## config.mk

```make
export PLATFORM = sky130hd
export DESIGN_NAME = sst_dump_seq
export DESIGN_NICKNAME = d
export VERILOG_FILES = /design/src/rtl/sst_dump_seq.sv
export SDC_FILE = /design/constraint.sdc
export NUM_CORES = 1
export LEC_CHECK = 0
export ABC_CLOCK_PERIOD_IN_PS = 5400
export CORE_MARGIN = 4
export CORE_UTILIZATION = 29
export DETAILED_ROUTE_END_ITERATION = 12
export DONT_BUFFER_PORTS = 1
export GPL_ROUTABILITY_DRIVEN = 0
export SLEW_MARGIN = 40
export SYNTH_ARGS = -nofsm -noshare
export SYNTH_HDL_FRONTEND = slang
export SYNTH_SLANG_ARGS = --single-unit
```

## constraint.sdc

```tcl
create_clock -name clk -period 5.4 [get_ports clk]
set_input_delay 0.54 -clock clk [delete_from_list [all_inputs] [get_ports clk]]
set_output_delay 0.54 -clock clk [all_outputs]
set_load 0.02 [all_outputs]
```

## src/rtl/sst_dump_seq.sv

```systemverilog
`default_nettype none
// ============================================================================
// Module   : sst_dump_seq
// Purpose  : Walks a window of the 8 KB SST space through the registered read
//            path and streams the bytes out over a valid/ready interface.
// Revision : 1.0 - initial release
// ============================================================================
module sst_dump_seq #(
    parameter int RD_LAT     = 2,
    parameter int FIFO_DEPTH = 4
) (
    input  logic        clk,
    input  logic        sys_rst_n,
    input  logic        start,
    input  logic        abort,
    input  logic [12:0] base_addr,
    input  logic [13:0] len,
    output logic [12:0] sst_addr,
    output logic        sst_ce,
    input  logic [7:0]  sst_di,
    output logic [7:0]  out_data,
    output logic        out_valid,
    input  logic        out_ready,
    output logic        busy,
    output logic        done
);

    localparam int PW = (FIFO_DEPTH > 1) ? $clog2(FIFO_DEPTH) : 1;
    localparam int CW = $clog2(FIFO_DEPTH + 1);

    localparam logic [1:0] S_IDLE  = 2'd0;
    localparam logic [1:0] S_ISSUE = 2'd1;
    localparam logic [1:0] S_DRAIN = 2'd2;
    localparam logic [1:0] S_DONE  = 2'd3;

    logic [1:0]        state_q, state_d;
    logic [12:0]       addr_q, addr_d;
    logic [13:0]       rem_q, rem_d;
    logic [RD_LAT-1:0] pipe_q, pipe_d;
    logic [PW-1:0]     wptr_q, wptr_d;
    logic [PW-1:0]     rptr_q, rptr_d;
    logic [CW-1:0]     count_q, count_d;
    logic [7:0]        mem_q [FIFO_DEPTH];

    logic w_push;
    logic w_pop;
    logic w_flush;
    logic w_issue;
    logic w_credit_ok;
    int   w_inflight;

    assign sst_addr  = addr_q;
    assign busy      = (state_q == S_ISSUE) || (state_q == S_DRAIN);
    assign sst_ce    = busy;
    assign done      = (state_q == S_DONE);
    assign out_valid = (count_q != '0);
    assign out_data  = mem_q[rptr_q];

    assign w_push  = pipe_q[RD_LAT-1];
    assign w_pop   = out_valid & out_ready;
    assign w_flush = abort && busy;

    always_comb begin
        w_inflight = 0;
        for (int i = 0; i < RD_LAT; i++) begin
            w_inflight = w_inflight + int'(pipe_q[i]);
        end
    end

    // Reads already in the pipe reserve a FIFO slot, so the FIFO can never
    // overflow and sst_di never needs to stall.
    assign w_credit_ok = (int'(count_q) + w_inflight) < FIFO_DEPTH;
    assign w_issue     = (state_q == S_ISSUE) && !abort && w_credit_ok && (rem_q != '0);

    always_comb begin
        state_d = state_q;
        addr_d  = addr_q;
        rem_d   = rem_q;
        wptr_d  = wptr_q;
        rptr_d  = rptr_q;
        count_d = count_q;

        pipe_d[0] = w_issue;
        for (int i = 1; i < RD_LAT; i++) begin
            pipe_d[i] = pipe_q[i-1];
        end

        if (w_push) begin
            wptr_d = wptr_q + PW'(1);
        end
        if (w_pop) begin
            rptr_d = rptr_q + PW'(1);
        end
        if (w_push && !w_pop) begin
            count_d = count_q + CW'(1);
        end else if (!w_push && w_pop) begin
            count_d = count_q - CW'(1);
        end

        if (w_issue) begin
            addr_d = addr_q + 13'd1;
            rem_d  = rem_q - 14'd1;
        end

        case (state_q)
            S_IDLE: begin
                if (start) begin
                    state_d = S_ISSUE;
                    addr_d  = base_addr;
                    rem_d   = (len == 14'd0) ? 14'd8192 : len;
                end
            end
            S_ISSUE: begin
                if (w_issue && (rem_q == 14'd1)) begin
                    state_d = S_DRAIN;
                end
            end
            S_DRAIN: begin
                // Enter DONE on the edge that accepts the final byte.
                if ((count_d == '0) && (pipe_d == '0)) begin
                    state_d = S_DONE;
                end
            end
            S_DONE: begin
                state_d = S_IDLE;
            end
            default: begin
                state_d = S_IDLE;
            end
        endcase

        if (w_flush) begin
            state_d = S_IDLE;
            pipe_d  = '0;
            wptr_d  = '0;
            rptr_d  = '0;
            count_d = '0;
        end
    end

    always_ff @(posedge clk or negedge sys_rst_n) begin
        if (!sys_rst_n) begin
            state_q <= S_IDLE;
            addr_q  <= '0;
            rem_q   <= '0;
            pipe_q  <= '0;
            wptr_q  <= '0;
            rptr_q  <= '0;
            count_q <= '0;
        end else begin
            state_q <= state_d;
            addr_q  <= addr_d;
            rem_q   <= rem_d;
            pipe_q  <= pipe_d;
            wptr_q  <= wptr_d;
            rptr_q  <= rptr_d;
            count_q <= count_d;
        end
    end

    always_ff @(posedge clk or negedge sys_rst_n) begin
        if (!sys_rst_n) begin
            for (int i = 0; i < FIFO_DEPTH; i++) begin
                mem_q[i] <= '0;
            end
        end else if (w_push && !w_flush) begin
            mem_q[wptr_q] <= sst_di;
        end
    end

endmodule
`default_nettype wire

```

-- Word level (Yosys, flattened, before mapping)
Cells that the tools add are included.
Widths: inputs -> output; s select.
- register bits after elaboration: 70
- input bits: 40
- output and inout bits: 25
- word-level logic and storage cells: 83
- add/sub/neg operators: 8
- magnitude comparators: 4
- equality and inequality tests: 7
- muxes and demuxes: 26
- bitwise operators: 3
- reductions and logical operators: 24
- operators with widths (cell ; count):
    $mux 14 ; 4
    $mux 13 ; 3
    $bwmux 32 ; 1
    $mux 8 ; 3
    $mux 2 ; 9
    $bmux 8 s2 ; 1
    $demux 8 s2 ; 1
    $eq 14x1->1 const B ; 1
    $logic_not 14->1 ; 1
    $reduce_bool 14->1 ; 1
    $sub 14x1->14 const B ; 1
    $add 13x1->13 const B ; 1
    $logic_and 1x1->1 ; 10
    $mux 3 ; 3
    $pmux 2 s4 ; 1
    $ge 3x3->1 const B ; 2
    $ne 3x2->1 const B ; 2
    $not 2->3 ; 2
    $add 2x1->2 const B ; 2
    $add 3x2->4 ; 1
    $eq 2x2->1 const B ; 2
    $logic_not 1->1 ; 4
    $logic_not 2->1 ; 2
    $lt 4x3->1 const B ; 1
    12 further kinds ; 13

-- Depth between registers and ports, before layout
- word-level depth: 10
- gate-level depth with buffers: 9
- mapped depth without buffers: 9

-- Least setup slack after synthesis
Ideal clock, no wire load.
- kind: reg-to-reg
- from: reg rem_q[4]
- to: reg addr_q[4], in the netlist sst_addr[4]
- library setup time: 137 ps
- arrival time: 2093 ps
- data required time: 5263 ps
- slack: 3170 ps
- stages on the path, launching flop included: 8
- path buffers: 0
- period minus slack after synthesis: 2230 ps
- cells stage by stage: dfrtp_1 -> or4_4 -> or4_4 -> o21ai_4 -> inv_2 -> nand4_1 -> xor2_1 -> a21oi_1
- cells in the longest elaborated chain, start to end: 5
- ends and longest elaborated chain (item ; line ; text):
    from (decl) ; 38 ; logic [13:0] rem_q, rem_d;
    from (signal assigned) ; 153 ; rem_q <= rem_d;
    $reduce_bool 14->1 * ; 73 ; assign w_issue = (state_q == S_ISSUE) && !abort && w_credit_ok && (rem_q != '0);
    $logic_and 1x1->1 * ; 73 ;
    $mux 13 * ; 100 ; if (w_issue) begin
    $mux 13 ; 107 ; if (start) begin
    $mux 13 * ; 105 ; case (state_q)
    net addr_d[4] ; 37 ; logic [12:0] addr_q, addr_d;
    to (signal assigned) ; 152 ; addr_q <= addr_d;
    to (decl) ; 37 ;
The timed path passes the listed nets; every way through them passes the cells marked *.
A chain may end at the register's enable or synchronous reset.

-- Worst setup path in the final report
Same ends and word-level chain as after synthesis.

==> out/results.ini <==
[global_route]
grt_max_degree=71
grtUsageTotal=0.113
antenna_found_initial=0
first_global_vias=2575
grt_first_pass_wirelength_um=12900
overflow=0

[worst_setup_path]
start_kind=register
crit_slowest_cell=or4_4
crit_path_start=rem_q[4]
regToRegStartpoint=rem_q[4]
path_max_fanout=14
required_ns=5.59
critical_path_class=register to register
critPathCaptureType=register
cp_slowest_stage_delay_ns=0.57
path_cells=or4_4 -> or4_4 -> o21ai_4 -> inv_2 -> nand4_1 -> xor2_1 -> a21oi_1
cpMostUsedCell=or4_4
cp.arrival_ns=2.75

[yosys]
synth_nets=394
syn_inst=339
synthFlopType=dfrtp_1
netlist.area_leader.share=0.475
synth_edf_count=0
syn_area_per_cell_um2=10.9
synth-async-reset-ratio=1.00
synth_area_um2=3680
ys_types=40
yosys-top-cells-count=70 x dfrtp_1, 45 x nor2_1, 32 x mux2_2
synth_seq_cells=70
yosysWarnings=0
yosys.cell_count.top_type=dfrtp_1
synth_area_leaders=dfrtp_1 48%, mux2_2 9.8%, ha_1 5.1%
yosysTopAreaCell=dfrtp_1
ys_seq_area_frac=0.475

[timing]
hold_viol_final=0
max_slew_margin=0.610
worst_slew_pin_slew_ns=0.581
fin_skew_ns=0.00444
finalSetupViolCount=0
period_minus_slack_ns=2.56
timing.hold.ws_ns=0.0977
timing.fmax_ghz=0.390
fin_crit_sh=0.475
drv_slew=0
tns_ns=0
rsz0062_at_grt=no

[status]
run_status=completed

[routing]
drt_iter0_drc=125
drtAntennaViolNets=0
vias_per_cell=4.86
dr.pass1.iters=5
routedWlPerCell_um=15.0
drcViolationCount=0
wl_um=7680
vias=2489

[clock_network]
insertion_delay_ns=0.33
clkSlewWorstSetupHoldPaths_ns=0.06
cts_tree=yes
cts_root_buffer=clkbuf_16
cts_made_buffers=9
numClockSinks=70
htree_levels=3
cts_buffer_depth=2
post-cts-setup-buffers=0

[finish]
multiInputGateArea_um2=1840
drive_gt1_frac=0.186
nets=394
area_delta_synth_final_pct=13.7
nFillCells=1269
final-seq-area_um2=1750
diodes=0
final_core_util=0.343

[job]
drv_cap=0

[power]
finalPower_mw=2.56
power_density_nw_per_um2=611
p_leak_nw=1.73
ir_drop_mv=0.218

[die]
core_area_um2=12200
die_w_um=121
start_util=0.302
io_pins=65
die-area_um2=14600
die_height_um=121
num_rows=40

[worst_hold_path]
min_path_type=primary input to async pin

[placed_design]
port_buffers=0
hpwl_um=5580

[logic make-up (layout without fill, tap and decap cells)]
kind of cell             count (synthesis)  count (layout)  share of synthesized area
AO/OA/AOI/OAI                           45              45                     0.0734
XOR/XNOR                                29              29                     0.0689
adder cells (fa/ha/maj)                 15              15                     0.0509
buffers and inverters                   25              30                     0.0285
flip-flops                              70              70                      0.475
multiplexers                            43              43                      0.155
AND/OR/NAND/NOR                        112             112                      0.148
[layer usage]
| layer | track usage | vias up | part of all wire |
|---|---|---|---|
| met5 | 0 | - | 0 |
| met4 | 0.0425 | 0 | 0.014 |
| met3 | 0.0491 | 8 | 0.080 |
| met2 | 0.178 | 79 | 0.47 |
| met1 | 0.137 | 1202 | 0.44 |
| li1 | - | 1200 | - |
[layout make-up]
class | count | share of cell area
Timing Repair Buffer | 1 | 0.00657
Clock inverter | 6 | 0.0206
Tap cell | 168 | 0.0502
Inverter | 13 | 0.0116
Sequential cell | 70 | 0.418
Multi-Input combinational cell | 244 | 0.438
Clock buffer | 10 | 0.0547
[flip-flops by register name, indices dropped and copies added, names as in the netlist]
signal and flops:
rem_q 14, state_q 2, wptr_q 2, sst_addr 13
count_q 3, pipe_q 2, mem_q 32, rptr_q 2
[path summary, 6_finish.rpt]
kind	depth (start not counted)	end	slack (ns)
worst max register to register	7	sst_addr[4]	2.84
worst max-delay path	7	sst_addr[4]	2.84
worst min-delay path	1	count_q[2]	0.1
min in group clk	1	mem_q[29]	0.35
max in group asynchronous	1	sst_addr[6]	5.03
worst min register to register	1	mem_q[27]	0.50
[layout by cell type, fill, tap and decap left out, types with 4 or more instances in the layout]
master,netlist,final
dfrtp_1,70,70
o21ai_0,4,4
nand2_1,16,15
mux2_2,32,32
nor3_1,9,9
xnor2_1,20,20
ha_1,15,15
clkbuf_16,0,9
a21oi_1,29,29
nor4_1,10,10
inv_1,12,12
nand3_1,11,11
nor2_1,45,45
mux4_2,8,8
xor2_1,9,9
[power breakdown]
part           switching (mW)  internal, mW  leakage [nW]  total, mW
clock network           0.218         0.403         0.152      0.621
registers               0.297         0.763         0.858       1.06
logic                   0.463         0.413         0.724      0.876
total                   0.978          1.58          1.73       2.56
[through the flow]
step                      setup WS (ns)  cells  area [µm²]
after floorplan                    3.17    339        3680
after global placement             2.87    495        3840
after detailed placement           2.85    495        3850
after CTS                          2.83    512        4190
after global routing               2.69    512        4190
final                              2.84    512        4190
[worst max-delay path, delay by kind of cell (launching register included)]
family | cells | cell delay, ns
AND/OR/NAND/NOR | 3 | 1.23
AO/OA/AOI/OAI | 2 | 0.45
flip-flops | 1 | 0.42
buffers and inverters | 1 | 0.15
XOR/XNOR | 1 | 0.15
[repair_timing]
action                    in CTS  in global routing
gates resized for setup        0                  0
hold endpoints to repair      70                  0
hold buffers                   1                  0
No activity file was read; power rests on OpenSTA's default activity.
